==> src/rtl/chip_tx_serializer.sv <==
// Parallel-to-serial chip transmitter: sends each accepted word LSB-first, every chip held
// for nb_q clocks, with chip-start / mid-chip / last-chip strobes for the modulator and CDR.
module chip_tx_serializer #(
    parameter int unsigned DATA_W = 8,
    parameter int unsigned CNT_W  = 6
) (
    input  logic              i_clk,
    input  logic              i_rst,
    input  logic [CNT_W-1:0]  i_nb_P,
    input  logic [DATA_W-1:0] i_data,
    input  logic              i_valid,
    output logic              o_ready,
    output logic              o_chip,
    output logic              o_chip_start,
    output logic              o_mid,
    output logic              o_last,
    output logic              o_busy
);

    localparam int unsigned BIT_W = (DATA_W > 1) ? $clog2(DATA_W) : 1;
    localparam logic [BIT_W-1:0] LAST_BIT = BIT_W'(DATA_W - 1);
    localparam logic [CNT_W-1:0] MIN_NB   = CNT_W'(4);

    typedef enum logic [0:0] {StIdle, StSend} state_e;

    state_e             state_q, state_d;
    logic [CNT_W-1:0]   cnt_q, cnt_d;
    logic [CNT_W-1:0]   nb_q, nb_d;
    logic [BIT_W-1:0]   bit_idx_q, bit_idx_d;
    logic [DATA_W-1:0]  shreg_q, shreg_d;

    logic ready_q, ready_d;
    logic chip_q, chip_d;
    logic start_q, start_d;
    logic mid_q, mid_d;
    logic last_q, last_d;
    logic busy_q, busy_d;

    logic             accept;
    logic [CNT_W-1:0] nb_clamped;
    logic             send_d;

    assign accept     = i_valid & ready_q;
    assign nb_clamped = (i_nb_P < MIN_NB) ? MIN_NB : i_nb_P;

    always_comb begin
        state_d   = state_q;
        cnt_d     = cnt_q;
        nb_d      = nb_q;
        bit_idx_d = bit_idx_q;
        shreg_d   = shreg_q;
        unique case (state_q)
            StIdle: begin
                if (accept) begin
                    state_d   = StSend;
                    shreg_d   = i_data;
                    nb_d      = nb_clamped;
                    cnt_d     = '0;
                    bit_idx_d = '0;
                end
            end
            StSend: begin
                if (cnt_q == nb_q - CNT_W'(1)) begin
                    cnt_d = '0;
                    if (bit_idx_q == LAST_BIT) begin
                        bit_idx_d = '0;
                        // ready_q is high on this clock, so a waiting word chains with no gap
                        if (accept) begin
                            shreg_d = i_data;
                            nb_d    = nb_clamped;
                        end else begin
                            state_d = StIdle;
                        end
                    end else begin
                        bit_idx_d = bit_idx_q + BIT_W'(1);
                    end
                end else begin
                    cnt_d = cnt_q + CNT_W'(1);
                end
            end
            default: state_d = StIdle;
        endcase
    end

    // Outputs are registered from next-state so they line up with the counters they describe.
    always_comb begin
        send_d  = (state_d == StSend);
        chip_d  = send_d & shreg_d[bit_idx_d];
        start_d = send_d & (cnt_d == '0);
        mid_d   = send_d & (cnt_d == ((nb_d - CNT_W'(1)) >> 1));
        last_d  = send_d & (bit_idx_d == LAST_BIT);
        busy_d  = send_d;
        ready_d = ~send_d | ((cnt_d == nb_d - CNT_W'(1)) & (bit_idx_d == LAST_BIT));
    end

    always_ff @(posedge i_clk) begin
        if (i_rst) begin
            state_q   <= StIdle;
            cnt_q     <= '0;
            nb_q      <= MIN_NB;
            bit_idx_q <= '0;
            shreg_q   <= '0;
            ready_q   <= 1'b0;
            chip_q    <= 1'b0;
            start_q   <= 1'b0;
            mid_q     <= 1'b0;
            last_q    <= 1'b0;
            busy_q    <= 1'b0;
        end else begin
            state_q   <= state_d;
            cnt_q     <= cnt_d;
            nb_q      <= nb_d;
            bit_idx_q <= bit_idx_d;
            shreg_q   <= shreg_d;
            ready_q   <= ready_d;
            chip_q    <= chip_d;
            start_q   <= start_d;
            mid_q     <= mid_d;
            last_q    <= last_d;
            busy_q    <= busy_d;
        end
    end

    assign o_ready      = ready_q;
    assign o_chip       = chip_q;
    assign o_chip_start = start_q;
    assign o_mid        = mid_q;
    assign o_last       = last_q;
    assign o_busy       = busy_q;

endmodule

==> config.mk <==
export PLATFORM = sky130hd
export DESIGN_NAME = chip_tx_serializer
export DESIGN_NICKNAME = d
export VERILOG_FILES = /design/src/rtl/chip_tx_serializer.sv
export SDC_FILE = /design/constraint.sdc
export NUM_CORES = 1
export LEC_CHECK = 0
export BUFFER_PORTS_ARGS = -buffer_cell sky130_fd_sc_hd__buf_2
export CAP_MARGIN = 20
export CELL_PAD_IN_SITES_DETAIL_PLACEMENT = 1
export CELL_PAD_IN_SITES_GLOBAL_PLACEMENT = 1
export CORE_MARGIN = 2
export CORE_UTILIZATION = 45
export CTS_BUF_LIST = sky130_fd_sc_hd__clkbuf_2 sky130_fd_sc_hd__clkbuf_4 sky130_fd_sc_hd__clkbuf_8
export CTS_CLUSTER_DIAMETER = 100
export DETAILED_ROUTE_END_ITERATION = 8
export PLACE_DENSITY_LB_ADDON = 0.1
export SLEW_MARGIN = 5
export SYNTH_ARGS = -nofsm -noshare
export SYNTH_HDL_FRONTEND = slang
export SYNTH_SLANG_ARGS = --single-unit
==> constraint.sdc <==
create_clock -name i_clk -period 6.82 [get_ports i_clk]
set_input_delay 1.364 -clock i_clk [delete_from_list [all_inputs] [get_ports i_clk]]
set_output_delay 1.364 -clock i_clk [all_outputs]
set_load 0.02 [all_outputs]
* Word level (Yosys, flattened, before mapping)
Index checks and enable logic that the tools add are counted.
** Operators by class
- Multiplexer cells :: 22
- $add $sub $neg :: 4
- $lt $le $gt $ge :: 2
- Bitwise logic cells :: 9
- Reductions and logical operators :: 1
- Equal/unequal tests :: 5
** Operators by type and width (number)
- $mux W6 :: 6
- $mux W8 :: 3
- $pmux W6 S2 :: 2
- $pmux W8 S2 :: 1
- $eq A6 B6 Y1 :: 2
- $sub A6 B1 Y6 const B :: 2
- $mux W3 :: 3
- $add A6 B1 Y6 const B :: 1
- $and A1 B1 Y1 :: 6
- $eq A3 B3 Y1 const B :: 2
- $eq A6 B5 Y1 :: 1
- $logic_not A6 Y1 :: 1
- $lt A6 B3 Y1 const B :: 1
- $pmux W3 S2 :: 1
- $lt A3 B4 Y1 const B :: 1
- $mux W1 :: 4
- $add A3 B1 Y3 const B :: 1
- $bmux W1 S3 :: 1
- $not A1 Y1 :: 2
- $pmux W1 S2 :: 1
- $or A1 B1 Y1 :: 1
** Storage, ports and cells
- Register bits :: 29
- Input port bits :: 17
- Word-level logic and storage cells :: 53

* Longest topological paths before layout
- Word-level depth :: 10
- Depth in mapped cells :: 16
- Depth with buffers taken out :: 14

* Least setup slack after synthesis
Ideal clock, no wire load.
- Path type :: input to register
- From :: input i_valid
- To :: register mid_q (netlist: o_mid)
- Arrival :: 3562 ps
- Path buffers :: 3
- Data required time :: 6734 ps
- Cell stages on the path :: 12
- Slack :: 3172 ps
- Path through :: and2_1 -> a41o_1 -> buf_6 -> buf_4 -> buf_2 -> a31oi_1 -> ha_1 -> nand2_1 -> o21ai_1 -> xor2_1 -> or3_1 -> a211oi_1
** Between the ends
- Word-level cells in the longest chain between the ends :: 8
** RTL lines
- from (decl) :: RTL line 11 : input logic i_valid,
- $and A1 B1 Y1 * :: RTL line 43 : assign accept = i_valid & ready_q;
- $mux W6 :: RTL line 54, 68
- $mux W6 :: RTL line 65 : if (bit_idx_q == LAST_BIT) begin
- $mux W6 :: RTL line 63 : if (cnt_q == nb_q - CNT_W'(1)) begin
- $pmux W6 S2 :: RTL line 52 : unique case (state_q)
- $sub A6 B1 Y6 :: RTL line 90 : mid_d = send_d & (cnt_d == ((nb_d - CNT_W'(1)) >> 1));
- $eq A6 B5 Y1 :: RTL line 90
- $and A1 B1 Y1 * :: RTL line 90
- to (signal assigned) :: RTL line 118 : mid_q <= mid_d;
- to (decl) :: RTL line 35 : logic mid_q, mid_d;
Every way passes the cells marked *; elsewhere a longest branch is shown, timed or not.
A chain may end at the register's enable or synchronous reset.

* Worst setup path in the final report
- From :: register nb_q[2]
- To :: register mid_q (netlist: o_mid)
** Between the ends
- Word-level cells in the longest chain between the ends :: 7
** RTL lines
- from (decl) :: RTL line 28 : logic [CNT_W-1:0] nb_q, nb_d;
- from (signal assigned) :: RTL line 112 : nb_q <= nb_d;
- $sub A6 B1 Y6 or $mux W6 (tied branches) :: RTL line 63, 54, 68
- $eq A6 B6 Y1 or $mux W6 (tied branches) :: RTL line 63, 65
- $mux W6 :: RTL line 63
- $pmux W6 S2 :: RTL line 52
- $sub A6 B1 Y6 :: RTL line 90
- $eq A6 B5 Y1 :: RTL line 90
- $and A1 B1 Y1 * :: RTL line 90
Marks and branches as above.

==> results.txt <==
The net count reported at finish came out at 255. The worst-case hold slack is 0.510 ns. The placeable core area is roughly 3700 µm².

The worst-case clock buffer depth is 2. After floorplanning, the core was divided into 22 placement rows. In this run, the number of DRC markers left after iteration 0 of detailed routing was 70.

The synthesis-stage register bit count is 29. Leaving out fill and tap cells, the most frequent cells in the layout are sky130_fd_sc_hd__nor2_1, sky130_fd_sc_hd__dfxtp_1, sky130_fd_sc_hd__buf_2. The share of flip-flops with an asynchronous set or reset is 0%. The initial antenna violation count came out at 0. The final sum of negative setup slack is 0 ns. The start-to-end type of the worst setup path is flip-flop to flip-flop. On the critical path the largest part of the delay comes from simple AND/OR/NAND/NOR gates. The net count after synthesis is 234.

The number of instances resized during post-cts repair is 0. The fill cell instance count of the final layout is 483. The post-synth design cell area is 1780 µm².

Setup repair after global routing left no endpoint under its margin. The maximum level of the CTS H-tree came out at 2. TritonCTS built the clock tree. Across the run, the number of max-cap violations was 0. The total power of the final layout is 0.448 mW. The clock tree root buffer cell is sky130_fd_sc_hd__clkbuf_8.

For the finished layout, the period the worst path requires is roughly 3.7 ns. The run finished with clean final reports. The number of CTS-inserted buffers is 5. The total half-perimeter wirelength after legalization and detailed placement came out at 3480 µm. The final period utilization is 54.8%. The multi-input combinational cell area is 1150 µm². The area share of and/or/nand/nor cells after synthesis came out at 25.3%. The average size of a mapped cell is 8.42 µm². The area added between synthesis and finish is 14.1%.

At the worst endpoint, the arrival time is about 3.9 ns. In the final routed layout, each cell accounts on average for 16.8 µm. The die width is 67.0 µm. The biggest cell delay along the critical path is 0.58 ns.

The complex-gate fraction of the synthesized area came out at 14.0%. The clock insertion delay at the later pin of the skew report is between 0.2 and 0.3 ns. STA classifies the critical path startpoint as a flip-flop. The first-pass GRT wire length is 7830 µm.

The reported leakage power is 0.833 nW. The min-delay analysis places its worst path in the category flip-flop to flip-flop. The pin count of the biggest net entering global routing is 29. The number of iterations in the first detailed-routing pass came out at 4. The portion of synthesized area spent on multiplexers is 10.2%. STA classifies the critical path endpoint as a flip-flop.

The adder and majority gate portion of the synthesized area came out at 3.51%. Sorting the synthesized cells by area gives the leading types as sky130_fd_sc_hd__dfxtp_1, sky130_fd_sc_hd__mux2i_1, sky130_fd_sc_hd__nor2_1. The number of instances in the synthesized netlist came out at 212. Across every metal layer, demand over resource in global routing totals about a quarter. The number of inserted diodes is 0. The number of hold violations in the final report is 0. The largest individual stage delay along the critical path comes from the cell sky130_fd_sc_hd__or4_4. The maximum VDD drop came out at approximately 0.00011 V. The largest driver fanout on the critical path came out at 28.

The final setup violation count is 0. After synthesis, the largest family of logic cells by area is simple AND/OR/NAND/NOR gates. Yosys mapped a number of flops with a built-in enable equal to 0. The area taken by flip-flops and latches came out at 581 µm². The residual overflow from global routing came out at 0.

The number of slew-limit violations in the final report was 0. The Yosys warning count came out at 0. Derived from the worst setup path, the maximum achievable clock frequency is 267 MHz. For the pin with the worst max-slew slack, the measured transition is 0.725 ns.

Sequential elements use 32.5% of the synthesized area. The area enclosed by the die boundary is 4480 µm². The via count of the first global-routing pass is 1631. Of the total synthesized cell area, the portion taken by XOR and XNOR cells is 11.3%. The die extent in y came out at 67.0 µm.

Post-CTS timing repair inserted 0 buffers for setup. The portion of synthesized cell area occupied by the leading cell type came out at between 30% and 40%. STA puts the critical path data required time at 7.02 ns.

The cts-stage hold buffer count is 0. The final wirelength is approximately 4700 µm. The remaining antenna violation count is 0.

The commonest non-fill, non-tap cell in the layout is sky130_fd_sc_hd__nor2_1. The via density per instance came out at about 5.6. The ratio of cells with drive above 1 in the final layout is 17.5%. The number of standard cells in the final layout excluding fillers came out at 282.

The critical path goes through or4_4 -> o21ai_2 -> nor4b_4 -> a41o_1 -> buf_4 -> nor2_1 -> a31oi_1 -> ha_1 -> nand2_1 -> o21ai_1 -> xor2_1 -> or3_1 -> a211oi_1. The number of I/O pins is 23. The power density of the placed cells came out at about 220 nW/µm². Routability-driven placement finished with a final weighted congestion of 0.846. The number of DRC violations after detailed routing came out at 0. The normalized max-slew margin is 51.6%. The clock skew after layout is 0.00420 ns. The distinct cell type count of the synthesized netlist is 47. Together, buffers and inverters on the worst path number 1. The starting density of the core is 47.7%.

The cell count after placement is 274. sky130_fd_sc_hd__dfxtp_1 takes more of the synthesized area than any other cell. Among all flip-flop cells after synthesis, the most frequent one is sky130_fd_sc_hd__dfxtp_1.

The total number of vias is roughly 1600. Counting every sink on the clock net gives 29. The count of buffers inserted at the top-level ports came out at 22. The clock transition at the registers of the reported paths came out at roughly 0.06 ns.
power by group:
| group | total [mW] | internal [mW] | leakage, nW | switching [mW] |
|---|---|---|---|---|
| Combinational | 0.0730 | 0.0303 | 0.536 | 0.0426 |
| Sequential | 0.184 | 0.176 | 0.236 | 0.00791 |
| Clock | 0.192 | 0.123 | 0.0619 | 0.0686 |
metal layers:
metal | up-vias | track usage (%) | routed length, µm
met5 | - | 0 | 0
met4 | 0 | 6.63 | 46
met3 | 5 | 5.24 | 174
met2 | 22 | 38.4 | 2340
met1 | 777 | 30.9 | 2160
li1 | 788 | - | -
synth_stat cells, types with 2 or more instances:
master and count:
sky130_fd_sc_hd__and3_1 2, sky130_fd_sc_hd__xor2_1 11, sky130_fd_sc_hd__nand2_1 21, sky130_fd_sc_hd__a31oi_1 2, sky130_fd_sc_hd__a32oi_1 2, sky130_fd_sc_hd__nand3_1 7, sky130_fd_sc_hd__and2_1 2, sky130_fd_sc_hd__clkbuf_1 6
sky130_fd_sc_hd__nor3_1 5, sky130_fd_sc_hd__ha_1 5, sky130_fd_sc_hd__o21ai_1 2, sky130_fd_sc_hd__xnor2_1 12, sky130_fd_sc_hd__a211oi_1 2, sky130_fd_sc_hd__o211ai_1 2, sky130_fd_sc_hd__nor2b_1 2, sky130_fd_sc_hd__nor3b_1 3
sky130_fd_sc_hd__o21ai_0 4, sky130_fd_sc_hd__a41o_1 2, sky130_fd_sc_hd__nand4_1 3, sky130_fd_sc_hd__a21oi_1 4, sky130_fd_sc_hd__nand2b_1 3, sky130_fd_sc_hd__nor2_1 39, sky130_fd_sc_hd__inv_1 3, sky130_fd_sc_hd__dfxtp_1 29
sky130_fd_sc_hd__mux2i_1 17
metrics by stage:
| step | setup slack (ns) | cell area (µm²) | utilization (%) |
|---|---|---|---|
| final | 3.08 | 2040 | 54.4 |
| after global routing | 2.74 | 2040 | 54.4 |
| after CTS | 3.09 | 2040 | 54.4 |
| after detailed placement | 2.96 | 1920 | 51.2 |
| after global placement | 3.09 | 1920 | 51.2 |
| after floorplan | 3.17 | 1780 | - |
worst register-to-register path, cell delays in order (launching register included):
cell and delay, ns:
sky130_fd_sc_hd__dfxtp_1 0.37, sky130_fd_sc_hd__or4_4 0.58, sky130_fd_sc_hd__o21ai_2 0.15, sky130_fd_sc_hd__nor4b_4 0.35, sky130_fd_sc_hd__a41o_1 0.22, sky130_fd_sc_hd__buf_4 0.32, sky130_fd_sc_hd__nor2_1 0.09, sky130_fd_sc_hd__a31oi_1 0.31
sky130_fd_sc_hd__ha_1 0.28, sky130_fd_sc_hd__nand2_1 0.07, sky130_fd_sc_hd__o21ai_1 0.21, sky130_fd_sc_hd__xor2_1 0.12, sky130_fd_sc_hd__or3_1 0.36, sky130_fd_sc_hd__a211oi_1 0.23
flip-flops by register name, indices dropped and copies added, names as in the netlist:
name          cells
o_mid             1
o_busy            1
nb_q              6
bit_idx_q         3
o_chip            1
shreg_q           8
o_chip_start      1
o_ready           1
o_last            1
cnt_q             6
cells by family after synthesis:
group,after synthesis
simple gates,93
compound gates,32
flops,29
xor+xnor,23
mux,18
buf+inv,12
fa+ha+maj,5
layout make-up:
cell class,count,share of cell area [%]
timing repair buffer,23,5.78
clock inverter,1,1.48
inverter,3,0.553
sequential,29,28.5
tap,48,2.95
multi-input combinational,171,56.3
clock buffer,7,4.43
final timing paths:
kind               from         end  slack, ns  cells past startpoint
max             nb_q[2]       o_mid       3.08                     13
min          shreg_q[1]  shreg_q[1]       0.51                      2
max reg2reg     nb_q[2]       o_mid       3.08                     13
min reg2reg  shreg_q[1]  shreg_q[1]       0.51                      2
Power figures use the tool's default switching activity.
